--- src/rtl/rc4_xor_stream.sv ---
// -----------------------------------------------------------------------------
// rc4_xor_stream
//   Consumes RC4 keystream bytes into a small FIFO and XORs each one with a
//   plaintext byte to produce ciphertext (or plaintext, since RC4 is symmetric).
//   Each message is exactly msg_len bytes long. Completion is flagged by a
//   one-cycle done pulse after the last ciphertext byte has been taken.
//
// Ports
//   clk, rst_n            : clock, asynchronous active-low reset
//   clear                 : synchronous flush (FIFO, output register, FSM)
//   ks_valid/ks_data/ks_ready : keystream input handshake (ks_ready = !full)
//   start, msg_len        : message kick-off, length latched on accepted start
//   pt_valid/pt_data/pt_ready : plaintext input handshake
//   ct_valid/ct_data/ct_ready : ciphertext output register handshake
//   busy                  : message in progress (RUN or DRAIN)
//   done                  : one-cycle completion pulse
//   byte_cnt              : plaintext bytes accepted in current/last message
// -----------------------------------------------------------------------------
module rc4_xor_stream #(
   parameter int unsigned KS_DEPTH = 4
) (
   input  logic        clk,
   input  logic        rst_n,
   input  logic        clear,
   input  logic        ks_valid,
   input  logic [7:0]  ks_data,
   output logic        ks_ready,
   input  logic        start,
   input  logic [15:0] msg_len,
   input  logic        pt_valid,
   input  logic [7:0]  pt_data,
   output logic        pt_ready,
   output logic        ct_valid,
   input  logic        ct_ready,
   output logic [7:0]  ct_data,
   output logic        busy,
   output logic        done,
   output logic [15:0] byte_cnt
);

   localparam int unsigned AW = (KS_DEPTH > 2) ? $clog2(KS_DEPTH) : 1;
   localparam logic [AW-1:0] PTR_ONE  = AW'(1);
   localparam logic [AW:0]   CNT_ONE  = (AW+1)'(1);
   localparam logic [AW:0]   FULL_CNT = (AW+1)'(KS_DEPTH);

   typedef enum logic [1:0] {
      ST_IDLE  = 2'd0,
      ST_RUN   = 2'd1,
      ST_DRAIN = 2'd2
   } state_t;

   // Keystream FIFO state
   logic [7:0]    mem_q [KS_DEPTH];
   logic [AW-1:0] wr_ptr_q, wr_ptr_d;
   logic [AW-1:0] rd_ptr_q, rd_ptr_d;
   logic [AW:0]   count_q,  count_d;

   // Control state
   state_t        state_q;
   logic [15:0]   rem_q;
   logic [15:0]   byte_cnt_q;
   logic          ct_valid_q;
   logic [7:0]    ct_data_q;
   logic          busy_q;
   logic          done_q;

   logic          full_s;
   logic          empty_s;
   logic          push_s;
   logic          fire_s;
   logic          ct_hs_s;
   logic [7:0]    head_s;

   assign full_s   = (count_q == FULL_CNT);
   assign empty_s  = (count_q == '0);
   assign head_s   = mem_q[rd_ptr_q];

   // ks_ready depends only on registered occupancy, never on a same-cycle pop.
   assign ks_ready = ~full_s;
   assign push_s   = ks_valid & ~full_s;

   // A new byte may enter the output register only if it is empty or being drained.
   assign pt_ready = (state_q == ST_RUN) & ~empty_s & (rem_q != 16'd0) &
                     (~ct_valid_q | ct_ready);
   assign fire_s   = pt_valid & pt_ready;
   assign ct_hs_s  = ct_valid_q & ct_ready;

   assign ct_valid = ct_valid_q;
   assign ct_data  = ct_data_q;
   assign busy     = busy_q;
   assign done     = done_q;
   assign byte_cnt = byte_cnt_q;

   // FIFO pointer/occupancy next-state; clear empties the FIFO.
   always_comb begin
      wr_ptr_d = wr_ptr_q;
      rd_ptr_d = rd_ptr_q;
      count_d  = count_q;
      if (clear) begin
         wr_ptr_d = '0;
         rd_ptr_d = '0;
         count_d  = '0;
      end else begin
         if (push_s) begin
            wr_ptr_d = wr_ptr_q + PTR_ONE;
         end else begin
            wr_ptr_d = wr_ptr_q;
         end
         if (fire_s) begin
            rd_ptr_d = rd_ptr_q + PTR_ONE;
         end else begin
            rd_ptr_d = rd_ptr_q;
         end
         case ({push_s, fire_s})
            2'b10:   count_d = count_q + CNT_ONE;
            2'b01:   count_d = count_q - CNT_ONE;
            default: count_d = count_q;
         endcase
      end
   end

   // FIFO pointer/occupancy registers.
   always_ff @(posedge clk or negedge rst_n) begin
      if (!rst_n) begin
         wr_ptr_q <= '0;
         rd_ptr_q <= '0;
         count_q  <= '0;
      end else begin
         wr_ptr_q <= wr_ptr_d;
         rd_ptr_q <= rd_ptr_d;
         count_q  <= count_d;
      end
   end

   // FIFO storage; a write during clear is dropped since the pointers reset.
   always_ff @(posedge clk or negedge rst_n) begin
      if (!rst_n) begin
         for (int i = 0; i < int'(KS_DEPTH); i++) begin
            mem_q[i] <= 8'h00;
         end
      end else if (push_s && !clear) begin
         mem_q[wr_ptr_q] <= ks_data;
      end
   end

   // Message FSM with output register, counters and status flags.
   always_ff @(posedge clk or negedge rst_n) begin
      if (!rst_n) begin
         state_q    <= ST_IDLE;
         rem_q      <= 16'd0;
         byte_cnt_q <= 16'd0;
         ct_valid_q <= 1'b0;
         ct_data_q  <= 8'h00;
         busy_q     <= 1'b0;
         done_q     <= 1'b0;
      end else if (clear) begin
         // Abort: byte_cnt keeps its value so software can see how far it got.
         state_q    <= ST_IDLE;
         rem_q      <= 16'd0;
         ct_valid_q <= 1'b0;
         busy_q     <= 1'b0;
         done_q     <= 1'b0;
      end else begin
         done_q <= 1'b0;

         if (fire_s) begin
            ct_data_q  <= pt_data ^ head_s;
            ct_valid_q <= 1'b1;
         end else if (ct_hs_s) begin
            ct_valid_q <= 1'b0;
         end

         case (state_q)
            ST_IDLE: begin
               if (start) begin
                  byte_cnt_q <= 16'd0;
                  if (msg_len != 16'd0) begin
                     state_q <= ST_RUN;
                     rem_q   <= msg_len;
                     busy_q  <= 1'b1;
                  end else begin
                     // Empty message completes immediately without going busy.
                     done_q  <= 1'b1;
                  end
               end
            end
            ST_RUN: begin
               if (fire_s) begin
                  rem_q      <= rem_q - 16'd1;
                  byte_cnt_q <= byte_cnt_q + 16'd1;
                  if (rem_q == 16'd1) begin
                     state_q <= ST_DRAIN;
                  end
               end
            end
            ST_DRAIN: begin
               // Last byte is sitting in the output register; finish on its handshake.
               if (ct_hs_s) begin
                  state_q <= ST_IDLE;
                  busy_q  <= 1'b0;
                  done_q  <= 1'b1;
               end
            end
            default: begin
               state_q <= ST_IDLE;
               busy_q  <= 1'b0;
            end
         endcase
      end
   end

endmodule

--- config.mk ---
export PLATFORM = sky130hd
export DESIGN_NAME = rc4_xor_stream
export DESIGN_NICKNAME = d
export VERILOG_FILES = /design/src/rtl/rc4_xor_stream.sv
export SDC_FILE = /design/constraint.sdc
export NUM_CORES = 1
export LEC_CHECK = 0
export CAP_MARGIN = 20
export CELL_PAD_IN_SITES_DETAIL_PLACEMENT = 0
export CELL_PAD_IN_SITES_GLOBAL_PLACEMENT = 1
export CORE_MARGIN = 2
export CORE_UTILIZATION = 42
export CTS_CLUSTER_DIAMETER = 60
export DETAILED_ROUTE_END_ITERATION = 16
export GPL_TIMING_DRIVEN = 0
export PLACE_DENSITY = 0.76
export SETUP_SLACK_MARGIN = 0.1
export SLEW_MARGIN = 20
export SYNTH_ARGS = -nofsm -noshare
export SYNTH_HDL_FRONTEND = slang
export SYNTH_SLANG_ARGS = --single-unit
--- constraint.sdc ---
create_clock -name clk -period 2.9 [get_ports clk]
set_input_delay 0.58 -clock clk [delete_from_list [all_inputs] [get_ports clk]]
set_output_delay 0.58 -clock clk [all_outputs]
set_load 0.05 [all_outputs]
Yosys cells after proc, flatten, opt, wreduce, memory -nomap -nowiden
Index checks and enable logic that the tools add are counted.

operators by class
  $add $sub $neg = 6
  $lt $le $gt $ge = 3
  equal/unequal tests = 14
  mux-type cells = 39
  bitwise operators = 14
  reductions and logical operators = 18

operators by type and width
  operator                                                  count
  2-to-1 mux 16 bit                                         6
  case mux 16 bit (2 select lines)                          2
  bitwise mux 32 bit                                        1
  nonzero test 16 bit                                       2
  2-to-1 mux 8 bit                                          3
  2-to-1 mux 2 bit                                          10
  adder 16 x 1 -> 16 bit, second input constant             1
  binary-select mux 8 bit (select 2 bit)                    1
  demux 8 bit (select 2 bit)                                1
  equality test 16 x 1 -> 1 bit, second input constant      1
  subtractor 16 x 1 -> 16 bit, second input constant        1
  inequality test 3 bit, second input constant              4
  AND reduction 4 bit                                       3
  2-to-1 mux 1 bit                                          10
  nonzero test 3 bit                                        3
  bitwise XOR 8 bit                                         1
  AND 1 bit                                                 6
  greater-or-equal comparator 3 bit, second input constant  2
  inequality test 2 bit, second input constant              3
  NOT 2 -> 3 bit                                            2
  case mux 2 bit (3 select lines)                           1
  case mux 3 bit (2 select lines)                           1
  nonzero test 2 bit                                        3
  AND reduction 5 bit                                       1
  other kinds (18)                                          25

storage, ports and cells
  register bits after elaboration = 84
  bits of input ports = 39
  output and inout port bits = 29
  logic and storage cells = 108

Depth between registers and ports, before layout
  word-level depth = 9
  gate-level depth with buffers = 10
  mapped depth without buffers = 9

Worst setup path after synthesis
No wires, ideal clock.

  path type = flip-flop to output port
  from = reg rem_q[0]
  to = out pt_ready
  arrival time = 2.216 ns
  required time = 2.320 ns
  path slack = 0.104 ns
  cell stages (with the launch flop) = 7
  path buffers = 1
  cell sequence = dfrtp_1 inv_1 ha_1 nor4b_1 and4_4 buf_2 nor3_1

on the way
  word-level cells in the longest chain between the ends = 3

ends and longest elaborated chain
  what                     line  RTL
  start, declared          60    logic [15:0] rem_q;
  start signal, assigned   179   rem_q <= msg_len;
  start signal, assigned   189   rem_q <= rem_q - 16'd1;
  nonzero test 16 bit      83    assign pt_ready = (state_q == ST_RUN) & ~empty_s & (rem_q != 16'd0) &
  AND 1 bit (2 in series)  83
  end, declared            32    output logic pt_ready,

No other way between the ends.

Worst setup path after layout
Ends and elaborated chain as after synthesis.

==> results by group <==
Finish
  – Fin nets: 573
  – Layout Utilization: 52.6%
  – Most frequent cells in the layout: dfrtp_1 (83), clkdlybuf4s50_1 (64), nand2_1 (57), mux2_2 (32), o21ai_0 (25)
  – Ant diodes: 0
  – P&R area growth vs syn: 23.5%
  – Commonest non-fill, non-tap cell in the layout: dfrtp_1
  – Layout cells sized above 1: 14.0%

Clock tree
  – Clock-pin slew on the worst setup and hold paths: 0.09 ns
  – Post-CTS setup buffers: 0
  – Total CTS buffers: 9
  – CTS H-tree depth: 3
  – Root Driver: clkbuf_8
  – Hold_buf cts: 0
  – TritonCTS clock tree: yes
  – Clk_lat worst skew: 0.35 ns
  – Clock Sinks: 84
  – Clk buf depth: 2

Critical path
  – Crit Path Max Fanout: 10
  – Worst EP required: 2.32 ns
  – R2r worst-path depth: 9
  – Crit path from: rem_q[0]$_DFFE_PN0P_
  – Worst path max stage delay: 0.45 ns
  – Reg2Reg Launch Point: rem_q[0]$_DFFE_PN0P_
  – Worst path bufs/invs: 3
  – Crit path DAT: 2.10 ns
  – Crit-path cells: inv_1, ha_2, nor4b_4, and4_4, clkbuf_4, nor3_1, buf_4
  – Launching element type of the critical path: register
  – Crit. End Element: output pin
  – Critical R2R Capture: byte_cnt[14]$_DFFE_PN0P_
  – Critical path's slowest cell: dfrtp_2
  – WS Path Type: reg2out
  – Crit path max-delay family: simple AND/OR/NAND/NOR gates
  – Reg2reg setup slack: 0.34 ns

GRT
  – Grt ovf: 0
  – Antenna violations before repair: 0
  – Via count of the first global-routing pass: 4037
  – Largest net degree at the start of global routing: 56
  – Tot GR Track Use: 23.5%
  – Global-route wire length before repair: 21.2 mm

Synthesis
  – Yosys reg bits: 84
  – Syn Std Cell Area: 4580 um^2
  – Main synth FF type: dfrtp_1
  – YS warnings: 0
  – Mapped Nets: 495
  – Distinct cells, synth: 55
  – Asr flop ratio synth: 100%
  – Post-synth EDFFs: 0
  – Sequential share of the synthesized area: 45.9%
  – Syn Area/Cell: 10.2 um^2
  – Post-Synthesis Cells: 447

Timing
  – Fmax achieved: 0.374 GHz
  – Hold WS: 0.155 ns
  – Setup violators final: 0
  – RSZ-0062 raised after global routing: no
  – Final Hold Viols: 0
  – Count of pins over their slew limit: 0
  – Final Critical Period: 2.68 ns
  – Setup WS post-layout: 0.225 ns
  – Worst slew pin tran: 0.982 ns
  – Relative slew slack: 33.9%
  – Final Cycle Share: 92.3%
  – Fin Clk Skew: 0.0107 ns

Floorplanning
  – Core area: 10700 um^2
  – Die area: 11700 um^2
  – DIE WIDTH: 108 um
  – FP Rows: 38
  – I/O Pins: 68
  – Initial core utilization: 42.6%
  – Die Span Y: 108 um

Place
  – Hpwl dp: 9.05 mm
  – PortBufs: 66
  – Setup slack at placement: -0.188 ns
  – Placer congestion estimate: 0.910

Flow run
  – Max Cap Viol: 0

Worst hold path
  – Class of the worst hold path: in2async

Route
  – DRT antenna net count: 0
  – DRC Markers: 0
  – Pre-antenna DRT Iters: 4
  – DR iter-0 viols: 194
  – Drt total wl: 12.7 mm
  – Drt wl/cell: 18.9 um
  – Vias per cell: 5.81
  – Routed vias: 3891

Status
  – Status: finished clean

Pwr
  – Leak: 2.33 nW
  – PwrDens: 626 nW/um^2
  – Peak supply drop: 0.000458 V
-- stage by stage --
stage	TNS [ns]	area (um^2)	power [mW]	std cells
after floorplan	0	4580	2.32	447
after detailed placement	-0.483	5440	2.70	654
after global routing	0	5650	3.75	670
after global placement	-164.60	5410	2.67	653
after CTS	0	5630	3.56	670
final	0	5650	3.54	670
-- how the worst max path moves through the flow --
stage	slack [ns]	endpoint	cells after the start
detailed placement	-0.19	rem_q[7]$_DFFE_PN0P_	6
finish	0.22	pt_ready	7
global placement	-1.96	mem_q[8]$_DFFE_PN0P_	1
global route	0.1	pt_ready	7
CTS	0.10	rem_q[7]$_DFFE_PN0P_	8
floorplan	0.10	pt_ready	6
-- sequential cells by signal (all words and copies together) (netlist names) --
register  flops
busy          1
byte_cnt     16
count_q       3
ct_data       8
ct_valid      1
done          1
mem_q        32
rd_ptr_q      2
rem_q        16
state_q       2
wr_ptr_q      2
-- synthesized netlist by cell type (3+ instances only) --
library cell | instances | area [um^2]
dfrtp_1 | 84 | 2100
nand2_1 | 57 | 214
mux2_2 | 32 | 360
o21ai_0 | 26 | 130
nor2_1 | 20 | 75.1
o211ai_1 | 18 | 135
clkbuf_1 | 17 | 63.8
nor3_1 | 16 | 80.1
inv_1 | 15 | 56.3
nand3_1 | 13 | 65.1
or4_1 | 13 | 97.6
xnor2_1 | 12 | 105
a21oi_1 | 11 | 55.1
nor4_1 | 11 | 68.8
ha_1 | 8 | 100
mux4_2 | 8 | 180
nand4_1 | 8 | 50.1
and3_1 | 6 | 37.5
a211oi_1 | 5 | 37.5
a32o_1 | 5 | 50.1
buf_2 | 5 | 25.0
nand2b_1 | 5 | 31.3
a32oi_1 | 4 | 35.0
o311ai_0 | 4 | 35.0
o22ai_1 | 3 | 18.8
o32ai_1 | 3 | 26.3
-- final cells by class --
cell class | instances | area [um^2]
fillers | 1008 | 5090
multi-input cells | 324 | 2330
flip-flops and latches | 84 | 2100
repair buffers | 67 | 683
well taps | 140 | 175
clock buffers | 11 | 131
plain buffers | 24 | 106
clock inverters | 5 | 61.3
inverters | 15 | 56.3
-- power by group --
part           switching (mW)  internal (mW)
clock network           0.442          0.404
logic                   0.615          0.499
registers               0.157           1.42
total                    1.21           2.32
-- per-layer routing --
metal  wire [um]  GRT usage, %  share of wire [%]  up-vias
li1            -             -                  -     1841
met1        5690          32.2                 45     1939
met5           0             0                  0        -
met4         125          7.33               0.99        0
met2        6100          37.6                 48       99
met3         742          4.82                5.9       12
-- logic make-up (layout without fill, tap and decap cells) --
group                    after synthesis  count (layout)  synth area share (%)
multiplexers                          42              42                  12.2
flip-flops                            84              84                  45.9
buffers and inverters                 39             122                  3.50
AND/OR/NAND/NOR                      167             167                  19.4
AO/OA/AOI/OAI                         94              94                  14.1
adder cells (fa/ha/maj)                9               9                  2.62
XOR/XNOR                              12              12                  2.30
-- what timing repair did --
item	in CTS	in global routing
resized for setup	7	8
pin swaps	0	0
endpoints found under the setup margin	1	9
No activity file was read; power rests on OpenSTA's default activity.
==> RTL change, RTL diff (same settings) <==
Reset style: synchronous (`rst_n`), changed in 3 clocked blocks. Comments in the files are not updated.
--- a/src/rtl/rc4_xor_stream.sv
+++ b/src/rtl/rc4_xor_stream.sv
@@ -121,5 +121,5 @@
 
    // FIFO pointer/occupancy registers.
-   always_ff @(posedge clk or negedge rst_n) begin
+   always_ff @(posedge clk) begin
       if (!rst_n) begin
          wr_ptr_q <= '0;
@@ -134,5 +134,5 @@
 
    // FIFO storage; a write during clear is dropped since the pointers reset.
-   always_ff @(posedge clk or negedge rst_n) begin
+   always_ff @(posedge clk) begin
       if (!rst_n) begin
          for (int i = 0; i < int'(KS_DEPTH); i++) begin
@@ -145,5 +145,5 @@
 
    // Message FSM with output register, counters and status flags.
-   always_ff @(posedge clk or negedge rst_n) begin
+   always_ff @(posedge clk) begin
       if (!rst_n) begin
          state_q    <= ST_IDLE;
Formal check against the unedited RTL: differs if rst_n is asserted again (counterexample within 4 cycles, from zero or initial values and one cycle with rst_n low); with rst_n held inactive, the same outputs for 4 cycles.
==> RTL change against the original RTL <==
  * Wire length decreased by 10%
  * Clock skew decreased by 0.0046 ns
  * Final area decreased by 0.31%
  * Setup slack improved by 0.041 ns
  * Critical path depth unchanged
  * Synthesized area decreased by 1.3%
  * Sequential share of layout area decreased by 0.93 points
  * Sequential cell count increased by 2
  * Largest cell class unchanged
  * Highest routed layer unchanged
Power is not compared: it rests on default switching activity, and its combinational part moved more than twofold at a synthesized area within 25%.
==> RTL change: results (changes against the original RTL) <==
Parameter                              Value

Setup path
  Reg-to-Reg End    count_q[2]
  Stage delay of the slowest cell on the critical path    0.37 ns (-0.08 ns)
  Source of the worst register-to-register timing path    rem_q[0]
  Worst-path cell with the longest stage delay    sky130_fd_sc_hd__dfxtp_2
  Cell class contributing the biggest share of worst-path delay    buffers and inverters

Finish
  Clock distribution area overhead in the final layout    0.0353 (+0.00122)
  Buffering overhead    0.146 (+0.00621)
  CLK BUF    10 (-1)
  FILL cells    970 (-3.8%)
  Inverter count    8 (-7)

Synth
  Number of synthesized flops with an enable pin    32 (+32)
  Avg Inst Size Synth    10.0 sq um (-2.3%)
  Top cells by count, synth    sky130_fd_sc_hd__dfxtp_1, sky130_fd_sc_hd__and2_1, sky130_fd_sc_hd__nand2_1
  Synth cell types    66 (+20%)

Global route
  GR met1 Demand/Resource    0.267 (-0.0546)
  Wire length of the first global-routing pass    18300 um (-13%)
  GR met2 Demand/Resource    0.348 (-0.0274)
  Overall fraction of global-route tracks in use    0.204 (-0.0309)

Status
  Run status    completed

Timing
  Worst max-slew margin expressed relative to the limit    0.392 (+0.0525)
  Fin Hold WS    0.481 ns (+0.325 ns)

Route
  Met3 layer wire length in the routed design    404 um (-46%)
  Number of vias in the routed layout    3769 (-3.1%)
  Iteration count of the initial detailed-routing pass    5 (+1)
  DR WL met2    5490 um (-10%)
  Met1 WL    5360 um (-5.9%)

Placement
  Count of input and output buffers    67 (+1.5%)
  Post-DP Area    5360 sq um (-1.4%)

Clock network
  CTS-repair resized insts    6 (-1)
-- RTL change: cell count changes after synthesis, sizes merged, moves of 8 or more --
| cell | change |
|---|---|
| o211ai | -15 |
| nand2 | -21 |
| dfxtp | +54 |
| a21oi | +20 |
| o211a | +8 |
| dfrtp | -84 |
| and2 | +34 |
| mux2 | -31 |
| edfxtp | +32 |
| or4 | -11 |
-- RTL change: power by group through the flow --
| stage | logic [mW] | registers, mW | clock network (mW) |
|---|---|---|---|
| floorplan | 0.213 | 1.33 | 0 |
| global placement | 0.351 | 1.33 | 0 |
| detailed placement | 0.352 | 1.33 | 0 |
| CTS | 0.356 | 1.30 | 0.883 |
| global route | 0.393 | 1.31 | 0.933 |
| finish | 0.360 | 1.30 | 0.867 |
-- RTL change: cell families after synthesis --
family,synth area share
AND/OR/NAND/NOR,0.254
AO/OA/AOI/OAI,0.173
flip-flops,0.452
buffers and inverters,0.0360
XOR/XNOR,0.0271
multiplexers,0.0424
adder cells (fa/ha/maj),0.0155
